--- src/rtl/sand_pkg.sv ---
// rtl/sand_pkg.sv - material codes and brush FSM state type for the sand playfield
// Ports: none (package).
package sand_pkg;

  localparam logic [1:0] MAT_EMPTY = 2'd0;
  localparam logic [1:0] MAT_SAND  = 2'd1;
  localparam logic [1:0] MAT_WALL  = 2'd2;

  typedef enum logic [1:0] {
    IDLE  = 2'd0,
    PAINT = 2'd1,
    COOL  = 2'd2
  } brush_state_t;

endpackage

--- src/rtl/brush_scanner.sv ---
// rtl/brush_scanner.sv - walks a clipped square brush row-major, one cell per step
// Ports:
//   clk_i, reset_i       clock, asynchronous active-low reset
//   start_i              latch origin/size from x_i/y_i/size_i
//   step_i               present the current cell and advance to the next
//   x_i, y_i, size_i     brush centre and requested edge length
//   cell_valid_o         a cell is presented this cycle
//   in_bounds_o          presented cell lies inside the playfield
//   address_o            RAM address of presented cell (meaningful when in bounds)
//   last_o               presented cell is the final one of the stroke
module brush_scanner #(
  parameter int ACTIVE_COLUMNS = 640,
  parameter int ACTIVE_ROWS    = 400,
  parameter int ADDR_WIDTH     = $clog2(ACTIVE_COLUMNS*ACTIVE_ROWS),
  parameter int MAX_BRUSH      = 8
) (
  input  logic                                clk_i,
  input  logic                                reset_i,
  input  logic                                start_i,
  input  logic                                step_i,
  input  logic [$clog2(ACTIVE_COLUMNS)-1:0]   x_i,
  input  logic [$clog2(ACTIVE_ROWS)-1:0]      y_i,
  input  logic [$clog2(MAX_BRUSH+1)-1:0]      size_i,
  output logic                                cell_valid_o,
  output logic                                in_bounds_o,
  output logic [ADDR_WIDTH-1:0]               address_o,
  output logic                                last_o
);

  localparam int CW = $clog2(ACTIVE_COLUMNS);
  localparam int RW = $clog2(ACTIVE_ROWS);
  localparam int SW = $clog2(MAX_BRUSH+1);
  // Two guard bits: origin can go negative and the far edge can pass the
  // coordinate range without the running counters wrapping.
  localparam int CX = CW + 2;
  localparam int RX = RW + 2;
  localparam int AX = CX + RX;

  localparam logic [SW-1:0]        MAX_S  = SW'(MAX_BRUSH);
  localparam logic signed [CX-1:0] COLS_C = CX'(ACTIVE_COLUMNS);
  localparam logic signed [RX-1:0] ROWS_R = RX'(ACTIVE_ROWS);
  localparam logic signed [AX-1:0] COLS_A = AX'(ACTIVE_COLUMNS);

  logic [SW-1:0]        size_eff, half;
  logic signed [CX-1:0] x0;
  logic signed [RX-1:0] y0;
  logic signed [AX-1:0] base0;

  logic signed [CX-1:0] x0_q, x0_d, col_q, col_d;
  logic signed [RX-1:0] row_q, row_d;
  logic signed [AX-1:0] base_q, base_d;
  logic [SW-1:0]        size_q, size_d, ci_q, ci_d, ri_q, ri_d;
  logic                 col_last, row_last;

  always_comb begin
    if (size_i == '0)        size_eff = SW'(1);
    else if (size_i > MAX_S) size_eff = MAX_S;
    else                     size_eff = size_i;
    half  = (size_eff - SW'(1)) >> 1;
    x0    = $signed({2'b00, x_i}) - $signed(CX'(half));
    y0    = $signed({2'b00, y_i}) - $signed(RX'(half));
    // Only multiply is at latch time; the scan loop itself just adds.
    base0 = AX'(y0) * COLS_A;
  end

  assign col_last = (ci_q == size_q - SW'(1));
  assign row_last = (ri_q == size_q - SW'(1));

  always_comb begin
    x0_d   = x0_q;
    col_d  = col_q;
    row_d  = row_q;
    base_d = base_q;
    size_d = size_q;
    ci_d   = ci_q;
    ri_d   = ri_q;
    if (start_i) begin
      x0_d   = x0;
      col_d  = x0;
      row_d  = y0;
      base_d = base0;
      size_d = size_eff;
      ci_d   = '0;
      ri_d   = '0;
    end else if (step_i) begin
      if (col_last) begin
        ci_d   = '0;
        col_d  = x0_q;
        ri_d   = ri_q + SW'(1);
        row_d  = row_q + RX'(1);
        base_d = base_q + COLS_A;
      end else begin
        ci_d  = ci_q + SW'(1);
        col_d = col_q + CX'(1);
      end
    end
  end

  always_ff @(posedge clk_i or negedge reset_i) begin
    if (!reset_i) begin
      x0_q   <= '0;
      col_q  <= '0;
      row_q  <= '0;
      base_q <= '0;
      size_q <= '0;
      ci_q   <= '0;
      ri_q   <= '0;
    end else begin
      x0_q   <= x0_d;
      col_q  <= col_d;
      row_q  <= row_d;
      base_q <= base_d;
      size_q <= size_d;
      ci_q   <= ci_d;
      ri_q   <= ri_d;
    end
  end

  assign cell_valid_o = step_i;
  assign in_bounds_o  = !col_q[CX-1] && (col_q < COLS_C) && !row_q[RX-1] && (row_q < ROWS_R);
  assign address_o    = ADDR_WIDTH'(base_q + AX'(col_q));
  assign last_o       = step_i && col_last && row_last;

endmodule

--- src/rtl/sand_brush_write_arbiter.sv ---
// rtl/sand_brush_write_arbiter.sv - brush rasteriser arbitrated against game-state writes
// Ports:
//   clk_i, reset_i                      clock, asynchronous active-low reset
//   brush_req_i, brush_x_i, brush_y_i   stroke request and centre
//   brush_size_i, brush_material_i      edge length and material to paint
//   brush_busy_o                        high while painting
//   gs_wr_valid_i/_ready_o/_address_i/_data_i  game-state write handshake
//   ram_wr_en_o/_address_o/_data_o      registered RAM write port
module sand_brush_write_arbiter #(
  parameter int ACTIVE_COLUMNS = 640,
  parameter int ACTIVE_ROWS    = 400,
  parameter int ADDR_WIDTH     = $clog2(ACTIVE_COLUMNS*ACTIVE_ROWS),
  parameter int DATA_WIDTH     = 2,
  parameter int MAX_BRUSH      = 8
) (
  input  logic                              clk_i,
  input  logic                              reset_i,
  input  logic                              brush_req_i,
  input  logic [$clog2(ACTIVE_COLUMNS)-1:0] brush_x_i,
  input  logic [$clog2(ACTIVE_ROWS)-1:0]    brush_y_i,
  input  logic [$clog2(MAX_BRUSH+1)-1:0]    brush_size_i,
  input  logic [DATA_WIDTH-1:0]             brush_material_i,
  output logic                              brush_busy_o,
  input  logic                              gs_wr_valid_i,
  output logic                              gs_wr_ready_o,
  input  logic [ADDR_WIDTH-1:0]             gs_wr_address_i,
  input  logic [DATA_WIDTH-1:0]             gs_wr_data_i,
  output logic                              ram_wr_en_o,
  output logic [ADDR_WIDTH-1:0]             ram_wr_address_o,
  output logic [DATA_WIDTH-1:0]             ram_wr_data_o
);
  import sand_pkg::*;

  brush_state_t          state_q, state_d;
  logic [DATA_WIDTH-1:0] mat_q, mat_d;
  logic                  wr_en_q, wr_en_d;
  logic [ADDR_WIDTH-1:0] wr_addr_q, wr_addr_d;
  logic [DATA_WIDTH-1:0] wr_data_q, wr_data_d;

  logic                  start, painting;
  logic                  scan_valid, scan_in_bounds, scan_last;
  logic [ADDR_WIDTH-1:0] scan_addr;

  assign painting = (state_q == PAINT);
  assign start    = (state_q == IDLE) && brush_req_i;

  brush_scanner #(
    .ACTIVE_COLUMNS(ACTIVE_COLUMNS),
    .ACTIVE_ROWS   (ACTIVE_ROWS),
    .ADDR_WIDTH    (ADDR_WIDTH),
    .MAX_BRUSH     (MAX_BRUSH)
  ) u_scanner (
    .clk_i       (clk_i),
    .reset_i     (reset_i),
    .start_i     (start),
    .step_i      (painting),
    .x_i         (brush_x_i),
    .y_i         (brush_y_i),
    .size_i      (brush_size_i),
    .cell_valid_o(scan_valid),
    .in_bounds_o (scan_in_bounds),
    .address_o   (scan_addr),
    .last_o      (scan_last)
  );

  always_comb begin
    state_d = state_q;
    mat_d   = start ? brush_material_i : mat_q;
    case (state_q)
      IDLE:    if (brush_req_i) state_d = PAINT;
      PAINT:   if (scan_last)   state_d = COOL;
      COOL:    state_d = IDLE;
      default: state_d = IDLE;
    endcase
  end

  // Brush owns the port for the whole stroke; a game write waiting here
  // is simply not acknowledged until COOL/IDLE.
  always_comb begin
    wr_en_d   = 1'b0;
    wr_addr_d = wr_addr_q;
    wr_data_d = wr_data_q;
    if (painting) begin
      if (scan_valid && scan_in_bounds) begin
        wr_en_d   = 1'b1;
        wr_addr_d = scan_addr;
        wr_data_d = mat_q;
      end
    end else if (gs_wr_valid_i) begin
      wr_en_d   = 1'b1;
      wr_addr_d = gs_wr_address_i;
      wr_data_d = gs_wr_data_i;
    end
  end

  always_ff @(posedge clk_i or negedge reset_i) begin
    if (!reset_i) begin
      state_q   <= IDLE;
      mat_q     <= '0;
      wr_en_q   <= 1'b0;
      wr_addr_q <= '0;
      wr_data_q <= '0;
    end else begin
      state_q   <= state_d;
      mat_q     <= mat_d;
      wr_en_q   <= wr_en_d;
      wr_addr_q <= wr_addr_d;
      wr_data_q <= wr_data_d;
    end
  end

  assign brush_busy_o     = painting;
  assign gs_wr_ready_o    = !painting;
  assign ram_wr_en_o      = wr_en_q;
  assign ram_wr_address_o = wr_addr_q;
  assign ram_wr_data_o    = wr_data_q;

endmodule

--- config.mk ---
export PLATFORM = sky130hd
export DESIGN_NAME = sand_brush_write_arbiter
export DESIGN_NICKNAME = d
export VERILOG_FILES = /design/src/rtl/sand_pkg.sv /design/src/rtl/brush_scanner.sv /design/src/rtl/sand_brush_write_arbiter.sv
export SDC_FILE = /design/constraint.sdc
export NUM_CORES = 1
export LEC_CHECK = 0
export BUFFER_PORTS_ARGS = -buffer_cell sky130_fd_sc_hd__buf_2
export CAP_MARGIN = 20
export CORE_MARGIN = 5
export CORE_UTILIZATION = 53
export CTS_CLUSTER_SIZE = 16
export DETAILED_ROUTE_END_ITERATION = 12
export PLACE_DENSITY_LB_ADDON = 0.15
export RECOVER_POWER = 25
export SLEW_MARGIN = 20
export SYNTH_ARGS = -nofsm -noshare
export SYNTH_HDL_FRONTEND = slang
export SYNTH_SLANG_ARGS = --single-unit
--- constraint.sdc ---
create_clock -name clk_i -period 2.1 [get_ports clk_i]
set_input_delay 0.42 -clock clk_i [delete_from_list [all_inputs] [get_ports clk_i]]
set_output_delay 0.42 -clock clk_i [all_outputs]
set_load 0.01 [all_outputs]
==> results.cfg <==
[clock_network]
clkTransAtPathRegs_ns = 0.08
cts.sinks = 82
htree_levels = 3
cts_root_buf = clkbuf_8
insertion_delay_ns = 0.36
cts-buffers-inserted = 9
clockBufferDepth = 2
cts_tree = done

[floorplanning]
fp.dieArea_um2 = 12700
dieWidth_um = 112
num_rows = 37
start_util_pct = 54.2
ios = 72
die_y_um = 112
core-area_um2 = 10300

[sta]
final.setup.worst_slack_ns = -1.46
fin_skew_ns = 0.0113
drv_slew = 0
setup_violations = 28
worst_pin_slew_ns = 1.16
fmax_ghz = 0.281
relSlewSlack_pct = 22.5
rsz0062_at_grt = yes
hold_viol_final = 0
period_needed_ns = 3.56
timing.final.crit_share_pct = 170

[run_status]
violations = negative setup slack
status = finished with violations

[place]
dpl.cell_count = 906
pre_cts_ws_ns = -1.98
placed_cell_area_um2 = 6800
gp_congestion = 0.868
hpwl_mm = 10.7
port_buffers = 71

[synthesis]
synth_cell_types = 61
netlist_instances = 643
synth-main-ff-cell = dfrtp_1
netlist.top_cell.by_area = dfrtp_1
synthTopCellsByArea = dfrtp_1 37%, ha_1 7.6%, nand2_1 6.6%
yosysSeqAreaShare_pct = 36.9
synth_edf_count = 0
yosys_warnings = 0
synthMostInstantiatedCell = nand2_1
async_flop_share_pct = 100
synth_area_um2 = 5570
synth_common_cells = 98 x nand2_1, 82 x dfrtp_1, 62 x nor2_1
synth_top_area_share_pct = 36.9
syn_avg_cell_area_um2 = 8.66
synth-seq-cells = 82

[power_and_ir_drop]
p_per_area_nw_per_um2 = 1430
ir_drop_uv = 754
total_power_uw = 11300
p_leak_uw = 0.00361

[grt]
grt_pass1_wl_mm = 25.3
grt_usage_pct = 24.1
antenna_found_initial = 0
grt_max_degree = 63
overflow = 0
grt_pass1_vias = 5315

[route]
drt_pass1_iterations = 4
drt_iter0_markers = 390
drc_errors = 0
routedWlPerCell_um = 16.9
drt_wl_total_mm = 16.1
vias_per_cell = 5.68
vias = 5422
ant_nets = 0

[cells_and_area]
instances_no_fill = 954
fin_util_pct = 76.6
nFillCells = 686
nNetsFinal = 899
syn2layout_area_growth_pct = 41.4
layout-drive-gt1-share_pct = 37.8
antenna_cells = 0
design_area_um2 = 7870

[worst_setup_path]
crit_end = u_scanner.base_q[17]$_DFFE_PN0P_
cp.arrival_ns = 3.81
startpoint = brush_size_i[2]
required_ns = 2.34
crit_fanout = 3
critPathKind = in -> reg
rrSetupSlack_ns = -0.11
start_kind = input pin
r2r_start = u_scanner.size_q[0]$_DFFE_PN0P_
end_kind = flop
rr_worst_depth = 8
r2r_end = u_scanner.col_q[10]$_DFFE_PN0P_

[min_path]
hp-class = in -> reg

[job]
cap_violations = 0
==> layout make-up <==
type	instances	area [µm²]	share of cell area [%]
repair buffers	189	1370	17.3
flip-flops and latches	82	2050	26.1
multi-input cells	514	4010	50.9
well taps	136	170	2.16
clock buffers	11	151	1.92
inverters	17	70.1	0.890
clock inverters	5	52.6	0.668
==> how the worst min path moves through the flow <==
stage,startpoint,end,slack (ns),depth (start not counted)
final,brush_material_i[1],mat_q[1]$_DFFE_PN0P_,0.25,3
after global routing,brush_material_i[1],mat_q[1]$_DFFE_PN0P_,0.26,3
after CTS,brush_material_i[1],mat_q[1]$_DFFE_PN0P_,0.24,3
after detailed placement,reset_i,ram_wr_address_o[4]$_DFFE_PN0P_,0.32,1
after global placement,reset_i,ram_wr_address_o[3]$_DFFE_PN0P_,0.32,1
after floorplan,reset_i,mat_q[0]$_DFFE_PN0P_,0.12,0
==> what timing repair did <==
item	4_1_cts	5_1_grt
setup buffers	13	26
pin swaps	46	36
resized for setup	70	59
endpoints found under the setup margin	34	56
endpoints found under the hold margin	20	0
hold buffers	1	0
==> registers in the layout, summed over array words and instances (netlist names) <==
register,cells
u_scanner.size_q,4
state_q,2
u_scanner.ri_q,4
u_scanner.ci_q,4
ram_wr_address_o,18
u_scanner.row_q,11
u_scanner.x0_q,11
ram_wr_data_o,2
u_scanner.col_q,12
u_scanner.base_q,11
mat_q,2
ram_wr_en_o,1
==> logic make-up after synthesis <==
logic type / share of synthesized area (%)
fa+ha+maj: 8.72
compound gates: 16.1
buf+inv: 3.42
simple gates: 21.8
mux: 2.43
xor+xnor: 10.6
other cells: 0.0674
flops: 36.9
==> power by group <==
group	total (µW)	switching (µW)	internal (µW)	leakage, µW
Sequential	3010	651	2360	0.000981
Combinational	7060	3740	3320	0.00252
Clock	1210	603	609	0.000105
==> per-stage QoR <==
| step | hold slack (ns) | setup TNS [ns] |
|---|---|---|
| floorplan | 0.124 | -14.15 |
| global placement | 0.320 | -27.72 |
| detailed placement | 0.320 | -30.09 |
| CTS | 0.242 | -10.43 |
| global route | 0.258 | -16.07 |
| finish | 0.251 | -12.92 |
==> worst max-delay path, stage by stage <==
cell and delay, ns:
buf_6 0.10, nor2_4 0.13, o21bai_4 0.09, ha_4 0.18
xnor2_4 0.16, inv_2 0.08, ha_4 0.16, a21oi_2 0.15
nand2_2 0.08, or3_4 0.36, xor2_4 0.17, nor2_2 0.12
xor2_1 0.19, ha_1 0.28, o21a_1 0.16, a2111oi_4 0.43
nor3_2 0.12, xnor2_1 0.14, mux2_4 0.28
==> layer usage <==
metal	wire [µm]	share of wire (%)	vias to the layer above	global-route usage (%)
li1	-	-	2601	-
met1	6880	43	2604	32.9
met2	8000	50	184	40.2
met3	868	5.4	33	3.45
met4	342	2.1	0	6.89
met5	0	0	-	0
==> cells in the final DEF (no fill, tap or decap), types with 4 or more instances in the layout <==
master,n
inv_2,6
a31oi_1,18
nand3_1,22
xor2_2,4
buf_6,29
a21oi_2,4
nor2_1,57
and3_1,10
nor3_1,6
ha_4,11
nor3_2,9
a21oi_1,25
o21ai_1,15
nand2_1,89
buf_4,88
o21ai_2,4
clkbuf_8,11
xnor2_4,5
nand4_1,8
a21oi_4,4
a211oi_1,7
dfrtp_1,81
mux2i_1,9
o21ai_0,19
xnor2_1,31
o21a_1,6
buf_2,68
nor3b_1,5
ha_1,23
nand2_2,8
xor2_1,15
a21o_1,10
inv_1,9
xnor2_2,5
Note: power is estimated with default switching activity, not from simulation.
